**src/rtl/rp_cmd_stream_decoder.sv**
```systemverilog
// Host command front-end for hardware-in-the-loop runs: decodes single-byte
// commands, drives the DUT input bus/reset/clock-enable and streams sampled outputs.
module rp_cmd_stream_decoder #(
  parameter int INPUT_BYTES  = 4,
  parameter int OUTPUT_WORDS = 1,
  parameter int STEP_CYCLES  = 3
) (
  input  logic                      clk,
  input  logic                      rst,
  input  logic [7:0]                cmd_data,
  input  logic                      cmd_valid,
  output logic                      cmd_ready,
  output logic [7:0]                rsp_data,
  output logic                      rsp_valid,
  input  logic                      rsp_ready,
  output logic [INPUT_BYTES*8-1:0]  dut_in,
  input  logic [OUTPUT_WORDS*32-1:0] dut_out,
  output logic                      dut_rst,
  output logic                      dut_ce,
  output logic                      halted,
  output logic                      error,
  output logic [7:0]                err_code
);

  localparam int IW = INPUT_BYTES * 8;
  localparam int OW = OUTPUT_WORDS * 32;
  localparam int CW = 16;

  localparam logic [7:0] CMD_SAMPLE    = 8'd104;
  localparam logic [7:0] CMD_HALT      = 8'd105;
  localparam logic [7:0] CMD_RST_SET   = 8'd106;
  localparam logic [7:0] CMD_RST_CLR   = 8'd107;
  localparam logic [7:0] CMD_STEP      = 8'd108;
  localparam logic [7:0] CMD_LOAD      = 8'd109;

  localparam logic [CW-1:0] LOAD_LAST  = CW'(INPUT_BYTES - 1);
  localparam logic [CW-1:0] STEP_INIT  = CW'(STEP_CYCLES);
  localparam logic [CW-1:0] SEND_INIT  = CW'(OUTPUT_WORDS * 4);

  typedef enum logic [2:0] {
    S_IDLE = 3'd0,
    S_LOAD = 3'd1,
    S_STEP = 3'd2,
    S_SEND = 3'd3,
    S_HALT = 3'd4,
    S_ERR  = 3'd5
  } state_e;

  state_e          state_q;
  logic [IW-1:0]   shadow_q;
  logic [IW-1:0]   shadow_d;
  logic [IW-1:0]   dut_in_q;
  logic [OW-1:0]   send_q;
  logic [CW-1:0]   cnt_q;
  logic            rsp_valid_q;
  logic            dut_rst_q;
  logic            dut_ce_q;
  logic            halted_q;
  logic            error_q;
  logic [7:0]      err_code_q;
  logic            cmd_fire_s;
  logic            rsp_fire_s;

  // Command acceptance depends on state alone so the host never sees a valid->ready loop.
  always_comb begin
    cmd_ready = 1'b0;
    case (state_q)
      S_IDLE:  cmd_ready = 1'b1;
      S_LOAD:  cmd_ready = 1'b1;
      default: cmd_ready = 1'b0;
    endcase
  end

  // First payload byte ends up least significant once all bytes have shifted in.
  assign shadow_d   = (shadow_q >> 8) | (IW'(cmd_data) << (IW - 8));
  assign cmd_fire_s = cmd_valid & cmd_ready;
  assign rsp_fire_s = rsp_valid_q & rsp_ready;

  // Decoder FSM with all host- and DUT-facing outputs registered.
  always_ff @(posedge clk or negedge rst) begin
    if (!rst) begin
      state_q     <= S_IDLE;
      shadow_q    <= '0;
      dut_in_q    <= '0;
      send_q      <= '0;
      cnt_q       <= '0;
      rsp_valid_q <= 1'b0;
      dut_rst_q   <= 1'b1;
      dut_ce_q    <= 1'b0;
      halted_q    <= 1'b0;
      error_q     <= 1'b0;
      err_code_q  <= 8'd0;
    end else begin
      case (state_q)
        S_IDLE: begin
          if (cmd_fire_s) begin
            case (cmd_data)
              CMD_RST_SET: dut_rst_q <= 1'b1;
              CMD_RST_CLR: dut_rst_q <= 1'b0;
              CMD_STEP: begin
                state_q  <= S_STEP;
                cnt_q    <= STEP_INIT;
                dut_ce_q <= 1'b1;
              end
              CMD_LOAD: begin
                state_q <= S_LOAD;
                cnt_q   <= '0;
              end
              CMD_SAMPLE: begin
                state_q     <= S_SEND;
                send_q      <= dut_out;
                cnt_q       <= SEND_INIT;
                rsp_valid_q <= 1'b1;
              end
              CMD_HALT: begin
                state_q  <= S_HALT;
                halted_q <= 1'b1;
              end
              default: begin
                state_q    <= S_ERR;
                error_q    <= 1'b1;
                err_code_q <= cmd_data;
              end
            endcase
          end
        end
        S_LOAD: begin
          if (cmd_fire_s) begin
            shadow_q <= shadow_d;
            if (cnt_q == LOAD_LAST) begin
              dut_in_q <= shadow_d;
              state_q  <= S_IDLE;
            end else begin
              cnt_q <= cnt_q + 16'd1;
            end
          end
        end
        S_STEP: begin
          if (cnt_q <= 16'd1) begin
            dut_ce_q <= 1'b0;
            state_q  <= S_IDLE;
          end else begin
            cnt_q <= cnt_q - 16'd1;
          end
        end
        S_SEND: begin
          if (rsp_fire_s) begin
            send_q <= send_q >> 8;
            if (cnt_q <= 16'd1) begin
              rsp_valid_q <= 1'b0;
              state_q     <= S_IDLE;
            end else begin
              cnt_q <= cnt_q - 16'd1;
            end
          end
        end
        S_HALT: halted_q <= 1'b1;
        S_ERR:  error_q  <= 1'b1;
        default: begin
          // An unreachable encoding is treated as a fault and parks the block.
          state_q     <= S_ERR;
          error_q     <= 1'b1;
          dut_ce_q    <= 1'b0;
          rsp_valid_q <= 1'b0;
        end
      endcase
    end
  end

  assign rsp_data  = send_q[7:0];
  assign rsp_valid = rsp_valid_q;
  assign dut_in    = dut_in_q;
  assign dut_rst   = dut_rst_q;
  assign dut_ce    = dut_ce_q;
  assign halted    = halted_q;
  assign error     = error_q;
  assign err_code  = err_code_q;

endmodule

```
**config.mk**
```make
export PLATFORM = sky130hd
export DESIGN_NAME = rp_cmd_stream_decoder
export DESIGN_NICKNAME = d
export VERILOG_FILES = /design/src/rtl/rp_cmd_stream_decoder.sv
export SDC_FILE = /design/constraint.sdc
export NUM_CORES = 1
export LEC_CHECK = 0
export BUFFER_PORTS_ARGS = -buffer_cell sky130_fd_sc_hd__buf_4
export CORE_UTILIZATION = 50
export DETAILED_ROUTE_END_ITERATION = 8
export PLACE_DENSITY = 0.79
export SETUP_SLACK_MARGIN = 0.1
export SYNTH_ARGS = -nofsm -noshare
export SYNTH_HDL_FRONTEND = slang
export SYNTH_SLANG_ARGS = --single-unit
```
**constraint.sdc**
```tcl
create_clock -name clk -period 4.75 [get_ports clk]
set_clock_uncertainty 0.2 [all_clocks]
set_input_delay 1.1875 -clock clk [delete_from_list [all_inputs] [get_ports clk]]
set_output_delay 1.1875 -clock clk [all_outputs]
set_load 0.05 [all_outputs]
```
==> summary.md <==
| Metric | Value |
|---|---|
| Final setup fails | `0` |
| Kind of critical path | `input pin to flip-flop` |
| Post-Synth Simple-Gate Area | `0.1155` |
| Top_reg_cell synth | `dfrtp_1` |
| # IOs | `between 90 and 100` |
| Die Ht | `112.1 µm` |
| Antenna violations before repair | `0` |
| Core area | `around 12000 µm²` |
| Detailed Place HPWL | `9035 µm` |
| Ranking of synthesized cells by area | `dfrtp_1 (49%), mux2_2 (18%), nand2_1 (2.1%)` |
| Rows | `39` |
| Sum Neg Setup Slack | `0 ns` |
| Hold buffers post-CTS | `0` |
| Max clock buf depth | `2` |
| Least-Margin Pin Slew | `roughly 0.97 ns` |
| Clock Latency Late Sink | `about 0.42 ns` |
| Worst EP required | `a little under 5 ns` |
| DRT Pass-1 Iters | `7` |
| Area grow syn2layout | `21.12%` |
| Sequential element share of the synthesized area | `0.4961` |
| Syn avg cell area | `11.58 µm²` |
| Port bufs | `97` |
| Adder-cell share of the synthesized area | `0.006198` |
| Routability cong. | `between 0.8 and 0.9` |
| Worst VDD drop | `~0.29 mV` |
| Crit Path Max Fanout | `27` |
| RSZ-0062 raised after global routing | `false` |
| Routed WL per cell | `18.45 µm` |
| P_leak | `about 3.6 nW` |
| XOR/XNOR share of the synthesized area | `0.001446` |
| Met1 usage | `0.2986` |
| Met3 Usage GRT | `0.08045` |
| # fillers | `881` |
| GR Util met2 | `0.3685` |
| Run status | `finished with violations` |
| Number of global-route vias before repair | `around 4500` |
| Cts repair resizes | `0` |
| Final net count | `approximately 650` |
| Synth Register Bits | `120` |
| Violated checks | `design-rule violations` |
| Post-synthesis compound-gate area fraction | `0.1159` |
| Crit path top cell by count | `buf_4` |
| Mux cell area share after synthesis | `0.2120` |
| Asr flop ratio synth | `1.000` |
| Synth Net Count | `570` |
| DRC | `2` |
| Grt total ovfl | `0` |
| Worst slack at placement | `approximately 1.1 ns` |
| MaxCap Viol Count | `0` |
| Minimum clock period | `between 3 and 4 ns` |
| Postcts setup bufs | `0` |
| Final wirelength | `about 14000 µm` |
| Cell Area, Synth | `6056 µm²` |
| Combinational family with the most area after synthesis | `multiplexers` |
| Crit-path cells | `buf_4, and4bb_2, nand2_1, o32ai_1, a21boi_4, buf_4, mux2i_1` |
| Die Span X | `112.1 µm` |
| Pwr Density | `318.7 nW/µm²` |
| CP Capture Type | `flip-flop` |
| Slowest stage delay, CP | `around 0.77 ns` |
| Die area | `approximately 13000 µm²` |
| Cell count after synthesis | `about 520` |
| Total vias in the final route | `approximately 4600` |
| Worst slew margin | `0.3494` |
| CTS root buf | `clkbuf_16` |
| Total CTS buffers | `17` |
| Most Used Layer, Global Route | `met2` |
| Iteration-0 DRC count of the detailed router | `about 380` |
| Max-slew violation count | `0` |
| Initial Util | `0.5214` |
| Ys Warns | `0` |
| Post-synth top area cell | `dfrtp_1` |
| Worst Path Buf+Inv | `2` |
| Number of diodes | `0` |
| Clock sink total | `120` |
| CTS tree | `built` |
| Crit start category | `input pin` |
| H-tree levels | `4` |
| Final Power | `~2.3 mW` |
| Period utilization | `0.6778` |
| Gr usage total | `0.2362` |
| Via density | `slightly above 6` |
| Hold Violations, Final | `0` |
| Critical Path AT | `about 3.4 ns` |
| R2r setup slk | `~1.6 ns` |
| Largest net degree at the start of global routing | `76` |
| Cell variety after synth | `slightly below 70` |
| Post-DRT Antenna Nets | `0` |
| Worst Slack Setup Final | `1.530 ns` |
| Fraction of layout cells with a size suffix above 1 | `0.4173` |
| HP Class | `flip-flop to flip-flop` |
| Share of the synthesized area in the top cell type | `0.4917` |
| First-pass GRT wire length | `between 20000 and 25000 µm` |
| EDFF count, synth | `0` |
| Fmax | `0.3106 GHz` |
| Worst path top cell family by delay | `compound AO/OA/AOI/OAI gates` |
| CTS clk-pin slew, worst paths | `approximately 0.060 ns` |
| Critical path's slowest cell | `a21boi_4` |
synth_stat cells (all sizes together) (4+ instances only):
master,count
a21oi,14
a22oi,5
a31oi,12
buf,33
clkbuf,15
dfrtp,119
inv,17
mux2,106
mux2i,9
nand2,36
nand3,9
nand4,6
nor2,19
nor2b,4
nor3,13
nor4,9
o21ai,23
o22ai,6
o31ai,13
or4,6
worst reg2reg max path, cell delays in order, from the launching register on:
cell and delay, ns:
dfrtp_1 0.60, nor3_4 0.55, nand2_2 0.11, o32ai_1 0.28, a21boi_4 0.77, buf_4 0.31
mux2i_1 0.22
power breakdown:
part | switching [mW] | total (mW) | internal (mW)
clock network | 0.477 | 1.23 | 0.748
logic | 0.0432 | 0.0804 | 0.0373
registers | 0.00414 | 1.03 | 1.03
routing by layer:
metal / up-vias / part of all wire
met2: 235 / 0.49
met5: - / 0
met3: 30 / 0.075
met1: 2267 / 0.42
li1: 2064 / -
met4: 0 / 0.020
cell families (layout without fill, tap and decap cells):
family | count (synthesis) | in the layout
DFF | 120 | 120
muxes | 115 | 115
adders and majority gates | 3 | 3
xor gates and xnor gates | 1 | 1
and+or+nand+nor | 120 | 120
buffers and inverters | 65 | 153
AOI/OAI and AO/OA | 99 | 99
layout make-up:
type                            instances  area (µm²)  share of cell area
Clock buffer                           19       452.9             0.06175
Clock inverter                         13       117.6             0.01604
Inverter                               17       63.81            0.008700
Multi-Input combinational cell        338        2736              0.3731
Sequential cell                       120        3004              0.4096
Tap cell                              143       178.9             0.02439
Timing Repair Buffer                  104       780.7              0.1064
cell usage in the layout, fill, tap and decap left out, types with 2 or more instances in the layout:
| cell type | count |
|---|---|
| a21bo_2 | 2 |
| ha_1 | 3 |
| nor3b_1 | 2 |
| nor2b_1 | 4 |
| inv_1 | 17 |
| o32a_1 | 2 |
| a41o_1 | 2 |
| buf_4 | 104 |
| or4_4 | 2 |
| a21oi_1 | 13 |
| a41oi_1 | 2 |
| nand3_1 | 9 |
| nor4_1 | 7 |
| mux2_2 | 96 |
| clkbuf_8 | 2 |
| nor3_4 | 2 |
| o22ai_1 | 6 |
| clkbuf_16 | 17 |
| nand4_1 | 6 |
| nor2_1 | 17 |
| nor3_1 | 10 |
| a32o_1 | 2 |
| a22oi_1 | 5 |
| nand2b_1 | 3 |
| clkinvlp_4 | 5 |
| mux2i_1 | 9 |
| a31oi_1 | 12 |
| inv_6 | 4 |
| o21ai_0 | 23 |
| nand2_1 | 34 |
| mux2_1 | 10 |
| and3_1 | 3 |
| a211oi_1 | 3 |
| clkinv_2 | 3 |
| nand2_2 | 2 |
| o31ai_1 | 12 |
| dfrtp_1 | 119 |
| or4_1 | 4 |
sequential cells by signal, summed over array words and instances, names as in the netlist:
register and count:
rsp_valid 1, dut_rst 1, state_q 3, send_q 32, halted 1, err_code 8, error 1, cnt_q 16
dut_ce 1, shadow_q 24, dut_in 32
worst paths after layout:
check,from,to,depth (start not counted)
worst min register to register,dut_rst,dut_rst,2
max in group asynchronous,rst,dut_in[18],2
worst max-delay path,cmd_data[7],send_q[30],7
min in group asynchronous,rst,err_code[6],1
worst max register to register,state_q[2],send_q[30],6
worst min-delay path,dut_rst,dut_rst,2
per-stage QoR:
| step | area, µm² | utilization | hold slack [ns] | instances |
|---|---|---|---|---|
| finish | 7335 | 0.6315 | 0.2787 | 754 |
| detailed placement | 6764 | 0.5824 | 0.2724 | 722 |
| floorplan | 6056 | - | 0.2710 | 523 |
| global placement | 6764 | 0.5824 | 0.2628 | 722 |
| global route | 7335 | 0.6315 | 0.3084 | 754 |
| CTS | 7335 | 0.6315 | 0.2811 | 754 |
(Power assumes the default switching activity.)
